--- config.mk ---
export PLATFORM = sky130hd
export DESIGN_NAME = shift_add_mult_ctrl
export DESIGN_NICKNAME = d
export VERILOG_FILES = /design/src/rtl/mult_pkg.sv /design/src/rtl/full_adder.sv /design/src/rtl/rca_adder.sv /design/src/rtl/shift_add_mult_ctrl.sv
export SDC_FILE = /design/constraint.sdc
export NUM_CORES = 1
export LEC_CHECK = 0
export CELL_PAD_IN_SITES_DETAIL_PLACEMENT = 0
export CELL_PAD_IN_SITES_GLOBAL_PLACEMENT = 1
export CORE_MARGIN = 4
export CORE_UTILIZATION = 37
export DETAILED_ROUTE_END_ITERATION = 8
export GPL_TIMING_DRIVEN = 1
export PLACE_DENSITY_LB_ADDON = 0.1
export SKIP_CTS_REPAIR_TIMING = 1
export SLEW_MARGIN = 25
export SYNTH_ARGS = -nofsm -noshare
export SYNTH_HDL_FRONTEND = slang
export SYNTH_HIERARCHICAL = 1
export SYNTH_SLANG_ARGS = --single-unit
--- constraint.sdc ---
create_clock -name clk -period 2.5 [get_ports clk]
set_input_delay 0.5 -clock clk [delete_from_list [all_inputs] [get_ports clk]]
set_output_delay 0.5 -clock clk [all_outputs]
set_load 0.05 [all_outputs]
--- src/rtl/mult_pkg.sv ---
// Shared types and sizing helpers for the shift-and-add multiplier controller.
package mult_pkg;

    localparam int unsigned DEFAULT_WIDTH = 4;

    typedef enum logic [1:0] {
        IDLE = 2'd0,
        RUN  = 2'd1,
        DONE = 2'd2
    } state_t;

    // Step counter must hold WIDTH-1 without wrapping.
    function automatic int unsigned cnt_width(input int unsigned width);
        return $clog2(width) + 1;
    endfunction

endpackage

--- src/rtl/full_adder.sv ---
// One-bit full adder cell used to build the ripple-carry chain.
module full_adder (
    input  logic a,
    input  logic b,
    input  logic c_in,
    output logic s,
    output logic c_out
);

    assign s     = a ^ b ^ c_in;
    assign c_out = (a & b) | (c_in & (a ^ b));

endmodule

--- src/rtl/rca_adder.sv ---
// WIDTH-bit ripple-carry adder formed from a chain of full_adder cells.
module rca_adder #(
    parameter int unsigned WIDTH = 4
) (
    input  logic [WIDTH-1:0] a,
    input  logic [WIDTH-1:0] b,
    input  logic             c_in,
    output logic [WIDTH-1:0] s,
    output logic             c_out
);

    logic [WIDTH:0] carry;

    assign carry[0] = c_in;
    assign c_out    = carry[WIDTH];

    for (genvar i = 0; i < WIDTH; i++) begin : g_bit
        full_adder u_fa (
            .a     (a[i]),
            .b     (b[i]),
            .c_in  (carry[i]),
            .s     (s[i]),
            .c_out (carry[i+1])
        );
    end

endmodule

--- src/rtl/shift_add_mult_ctrl.sv ---
// Sequential unsigned multiplier: one shared adder, one partial-product step per cycle,
// with start/busy/done sequencing and a held product register.
module shift_add_mult_ctrl
    import mult_pkg::*;
#(
    parameter int unsigned WIDTH = DEFAULT_WIDTH
) (
    input  logic               clk,
    input  logic               rst_n,
    input  logic               start,
    input  logic [WIDTH-1:0]   a,
    input  logic [WIDTH-1:0]   b,
    output logic               busy,
    output logic               done,
    output logic [2*WIDTH-1:0] product
);

    localparam int unsigned CW = cnt_width(WIDTH);

    state_t           state;
    logic [WIDTH-1:0] mcand;
    logic [WIDTH-1:0] acc;
    logic [WIDTH-1:0] mq;
    logic [CW-1:0]    cnt;
    logic [WIDTH-1:0] addend;
    logic [WIDTH-1:0] sum;
    logic             c;
    logic             last_step;

    assign addend    = mq[0] ? mcand : '0;
    assign last_step = (cnt == CW'(WIDTH - 1));

    rca_adder #(
        .WIDTH (WIDTH)
    ) u_adder (
        .a     (acc),
        .b     (addend),
        .c_in  (1'b0),
        .s     (sum),
        .c_out (c)
    );

    // {c, sum, mq} shifted right by one: carry lands in the acc MSB, sum LSB enters mq.
    always_ff @(posedge clk or negedge rst_n) begin
        if (!rst_n) begin
            state   <= IDLE;
            busy    <= 1'b0;
            done    <= 1'b0;
            product <= '0;
            mcand   <= '0;
            acc     <= '0;
            mq      <= '0;
            cnt     <= '0;
        end else begin
            case (state)
                IDLE: begin
                    done <= 1'b0;
                    if (start) begin
                        mcand <= a;
                        acc   <= '0;
                        mq    <= b;
                        cnt   <= '0;
                        busy  <= 1'b1;
                        state <= RUN;
                    end
                end
                RUN: begin
                    acc <= {c, sum[WIDTH-1:1]};
                    mq  <= {sum[0], mq[WIDTH-1:1]};
                    cnt <= cnt + CW'(1);
                    if (last_step) begin
                        product <= {c, sum, mq[WIDTH-1:1]};
                        busy    <= 1'b0;
                        done    <= 1'b1;
                        state   <= DONE;
                    end
                end
                DONE: begin
                    done  <= 1'b0;
                    state <= IDLE;
                end
                default: begin
                    busy  <= 1'b0;
                    done  <= 1'b0;
                    state <= IDLE;
                end
            endcase
        end
    end

endmodule

After elaboration in Yosys (flattened, before gate mapping)

Cells that the tools add are included.

Bits in registers: 27
Bits of input ports: 11
Output and inout bits: 10
Word-level logic and storage cells: 54

$add $sub $neg: 1
Eq/ne operators: 5
Muxes and demuxes: 15
Bitwise gates (word level): 18
Reductions and logical operators: 7

Operator list:

| kind                                                             | count |
|---|---|
| 4-bit one-hot mux with 2 select lines                            | 2 |
| 4-bit 2-to-1 mux                                                 | 3 |
| 2-bit AND reduction                                              | 4 |
| 1-bit bitwise AND                                                | 7 |
| 1-bit XOR                                                        | 7 |
| 3-bit one-hot mux with 2 select lines                            | 1 |
| 1-bit 2-to-1 mux                                                 | 4 |
| 2-bit 2-to-1 mux                                                 | 2 |
| 2-bit inequality test (second input constant)                    | 2 |
| 2-bit one-hot mux with 2 select lines                            | 1 |
| 3-bit by 1-bit adder with 3-bit output (second input constant)   | 1 |
| 3-bit by 2-bit == test with 1-bit output (second input constant) | 1 |
| 3-bit 2-to-1 mux                                                 | 1 |
| 1-bit OR                                                         | 3 |
| 1-bit one-hot mux with 3 select lines                            | 1 |
| 3-bit AND reduction                                              | 1 |
| 2-bit by 1-bit == test with 1-bit output (second input constant) | 1 |
| 2-bit == test (second input constant)                            | 1 |
| 2-bit zero test                                                  | 1 |
| 2-bit nonzero test                                               | 1 |
| 1-bit NOT                                                        | 1 |

Longest topological paths before layout

Depth after elaboration: 9
Gate-level depth with buffers: 6
Gate-level depth less buffers: 6

Hierarchy

The synthesis kept the hierarchy.

By module, submodules not included:

| module              | times used | cells an instance | area an instance (um^2) | sequential area each (um^2) |
|---|---|---|---|---|
| shift_add_mult_ctrl | 1          | 89                | 1161.1                  | 675.6 |
| full_adder          | 4          | 1                 | 20.0                    | 0.0 |

Worst setup path after synthesis

OpenSTA, ideal clock, no wires.

Path type: register to register
From: register mq[0]
To: register product[6]
Setup time: 0.125 ns
Data arrival time: 2.394 ns
Required time: 2.375 ns
Setup slack: -0.019 ns
Stages on the path, launching flop included: 7
Path buffers: 0
Clock period less this slack: 2.519 ns
Cells stage by stage: dfrtp_1 -> and2_1 -> fa_1 -> fa_1 -> fa_1 -> fa_1 -> mux2_4

Longest elaborated chain between the ends: 7
Elaborated cells between the ends (all ways): 12
Those cells by class: mux (1); bitwise (11)

RTL lines:

| what                       | line                      | text |
|---|---|---|
| from (decl)                | shift_add_mult_ctrl.sv:23 | `logic [WIDTH-1:0] mq;` |
| from (signal assigned)     | shift_add_mult_ctrl.sv:69 | `mq <= {sum[0], mq[WIDTH-1:1]};` |
| 4-bit 2-to-1 mux           | shift_add_mult_ctrl.sv:30 | `assign addend = mq[0] ? mcand : '0;` |
| named net addend[0]        | shift_add_mult_ctrl.sv:25 | `logic [WIDTH-1:0] addend;` |
| 1-bit bitwise AND          | full_adder.sv:11          | `assign c_out = (a & b) \| (c_in & (a ^ b));` |
| named net u_adder.carry[1] | rca_adder.sv:12           | `logic [WIDTH:0] carry;` |
| 1-bit bitwise AND          | full_adder.sv:11          |  |
| 1-bit OR                   | full_adder.sv:11          |  |
| named net u_adder.carry[2] | rca_adder.sv:12           |  |
| 1-bit bitwise AND          | full_adder.sv:11          |  |
| 1-bit OR                   | full_adder.sv:11          |  |
| named net u_adder.carry[3] | rca_adder.sv:12           |  |
| 1-bit XOR                  | full_adder.sv:10          | `assign s = a ^ b ^ c_in;` |
| named net sum[3]           | shift_add_mult_ctrl.sv:26 | `logic [WIDTH-1:0] sum;` |
| to (signal assigned)       | shift_add_mult_ctrl.sv:72 | `product <= {c, sum, mq[WIDTH-1:1]};` |
| to (decl)                  | shift_add_mult_ctrl.sv:15 | `output logic [2*WIDTH-1:0] product` |

The timed path passes the listed nets, and every way through them passes these cells.
A chain may end at the register's enable or synchronous reset.

Final worst setup path

Same ends and word-level chain as after synthesis.

==> results.py <==
metrics = {
    "critical_path": {
        "critical_path_class": "register to register",
        "critPathRequiredTime_ns": 2.73,
        "crit_path_end_kind": "register",
        "critical_path_arrival_ns": 2.69,
        "cpMostUsedCell": "fa_2",
        "cp_max_fo": 2,
        "reg2reg_depth": 6,
        "start_kind": "register",
        "cp_slowest_cell": "fa_1",
        "max_stage_delay_ns": 0.48,
        "crit_chain": "and2_4 > fa_2 > fa_2 > fa_2 > fa_1 > mux2_4",
    },
    "clocking": {
        "cts_buffer_depth": 2,
        "htreeDepth": 1,
        "cts_tree": "built",
        "cts_sinks": 27,
        "clockRootBuffer": "clkbuf_4",
        "numCtsBuffers": 3,
        "cts.clk_slew.worst_paths_ns": 0.14,
        "clock_latency_ns": 0.32,
    },
    "floorplan": {
        "die_area_mm2": 0.00435,
        "fp.dieH_um": 65.9,
        "initial_core_util": 0.397,
        "core_mm2": 0.00313,
        "die_x_um": 65.9,
        "num_rows": 20,
        "io_pins": 21,
    },
    "place": {
        "place_area_mm2": 0.00150,
        "dpl.hpwl_um": 1600,
        "gp_congestion": 0.684,
        "portBuffers": 20,
        "dp.cells": 156,
        "place_ws_ns": -0.0447,
    },
    "sta": {
        "finClkSkew_ns": 0.00960,
        "post-route-min-period_ns": 2.46,
        "worst_slack_ns": 0.0370,
        "drv_slew": 0,
        "grt_setup_unrepaired": "true",
        "setup_viol": 0,
        "slew_headroom": 0.667,
        "hold_violations": 0,
        "min_period_over_period": 0.985,
        "tns_ns": 0,
        "max_freq_mhz": 406,
        "whs_ns": 0.507,
        "tightest_slew_ns": 0.497,
    },
    "synth": {
        "ys_seq_elements": 27,
        "synth_area_leaders": "dfrtp_1, mux2_4, fa_1, mux2_2, a22o_1",
        "yosys.area.top_type_share": 0.544,
        "yosysMostFrequentCell": "dfrtp_1",
        "synthFlopType": "dfrtp_1",
        "synth_cell_type_count": 24,
        "yosysTopAreaCell": "dfrtp_1",
        "syn_nets": 110,
        "synth-seq-area-share": 0.544,
        "yosys-top-cells-count": "dfrtp_1, mux2_4, nor2_1",
        "ys_warn_count": 6,
        "synth_enable_flop_cells": 0,
        "synth-async-reset-ratio": 1.00,
        "syn_area_mm2": 0.00124,
        "syn_inst": 93,
        "avgSynthCellArea_um2": 13.3,
    },
    "cells_and_area": {
        "utilization": 0.490,
        "stdcell_area_mm2": 0.00153,
        "final_cells": 160,
        "antenna_cells": 0,
        "layout-drive-gt1-share": 0.233,
        "areaGrowthSynthToFinish_pct": 23.4,
        "nets": 134,
    },
    "grt": {
        "grt_pass1_vias": 765,
        "grt_max_degree": 28,
        "antenna_found_initial": 0,
        "grt_pass1_wl_um": 3710,
        "grt_usage": 0.112,
        "overflow": 0,
    },
    "detailed_routing": {
        "ant_nets": 0,
        "top_layer_used": "met4",
        "route.met3.wl_um": 112,
        "wirelength_met1_um": 1050,
        "wl_per_cell_um": 13.9,
        "drc_errors": 0,
        "dr.pass1.iters": 4,
        "vias": 774,
        "routed_wl_um": 2220,
        "first_iter_violations": 29,
        "avgViaCountPerCell": 4.84,
        "wl_met2_um": 1040,
    },
    "worst_hold_path": {
        "hold_class": "register to register",
        "whs_path_depth": 1,
    },
    "power_and_ir_drop": {
        "irDropWorstVdd_mv": 0.667,
        "total_leakage_power_nw": 0.692,
        "power_density_mw_per_mm2": 1440,
        "finalPower_mw": 2.20,
    },
    "job": {
        "maxCapViolCount": 0,
    },
    "status": {
        "status": "complete, no violations",
    },
}
[state kept, by name (all words and copies together) (netlist names)]
signal   flops
mq           4
cnt          3
acc          4
busy         1
product      8
done         1
state        2
mcand        4
[critical path, delay by kind of cell (launching register included)]
family	cells	cell delay (ns)
adders and majority gates	4	1.52
and+or+nand+nor	1	0.15
DFF	1	0.42
muxes	1	0.28
[final timing paths]
check / endpoint / startpoint / slack (ns)
max: product[6] / mq[0] / 0.04
min: cnt[0] / cnt[0] / 0.51
max reg2reg: product[6] / mq[0] / 0.04
min reg2reg: cnt[0] / cnt[0] / 0.51
max in group asynchronous: acc[3] / rst_n / 1.71
min in group asynchronous: mq[2] / rst_n / 0.53
[logic make-up (layout without fill, tap and decap cells)]
family | Yosys count | after routing | synth area share
flip-flops | 27 | 27 | 0.544
AND/OR/NAND/NOR | 21 | 21 | 0.0998
AO/OA/AOI/OAI | 19 | 19 | 0.109
multiplexers | 12 | 12 | 0.133
buffers and inverters | 7 | 30 | 0.0262
adder cells (fa/ha/maj) | 6 | 6 | 0.0847
other | 1 | 1 | 0.00302
[cell type report]
class | instances | area [µm²]
clock buffer | 3 | 22.5
clock inverter | 1 | 5.00
fill | 296 | 1600
inverter | 4 | 15.0
multi-input combinational | 59 | 543
sequential | 27 | 676
tap | 44 | 55.1
timing repair buffer | 22 | 215
[per-layer routing]
| metal | up-vias | GRT usage |
|---|---|---|
| met2 | 17 | 0.175 |
| met3 | 2 | 0.0391 |
| met4 | 0 | 0.0311 |
| met1 | 384 | 0.147 |
| li1 | 371 | - |
| met5 | - | 0 |
[placed cells by master, fill, tap and decap left out, drive strengths merged]
cell type      count
o21ai              2
nand2b             2
buf                2
o22ai              5
o221a              2
ha                 2
a21oi              4
mux2              12
clkinv             1
dfrtp             27
inv                4
o21bai             1
clkdlybuf4s50     20
nor2b              2
nand2              3
fa                 4
conb               1
clkbuf             3
nand3b             2
and2               4
a22o               5
nor2               8
[power breakdown]
part	leakage (nW)	total, mW	switching [mW]	internal (mW)
clock	0.0177	0.184	0.124	0.0599
combinational	0.350	1.22	0.635	0.582
sequential	0.325	0.800	0.155	0.645
total	0.692	2.20	0.914	1.29
No activity file was read; power rests on OpenSTA's default activity.
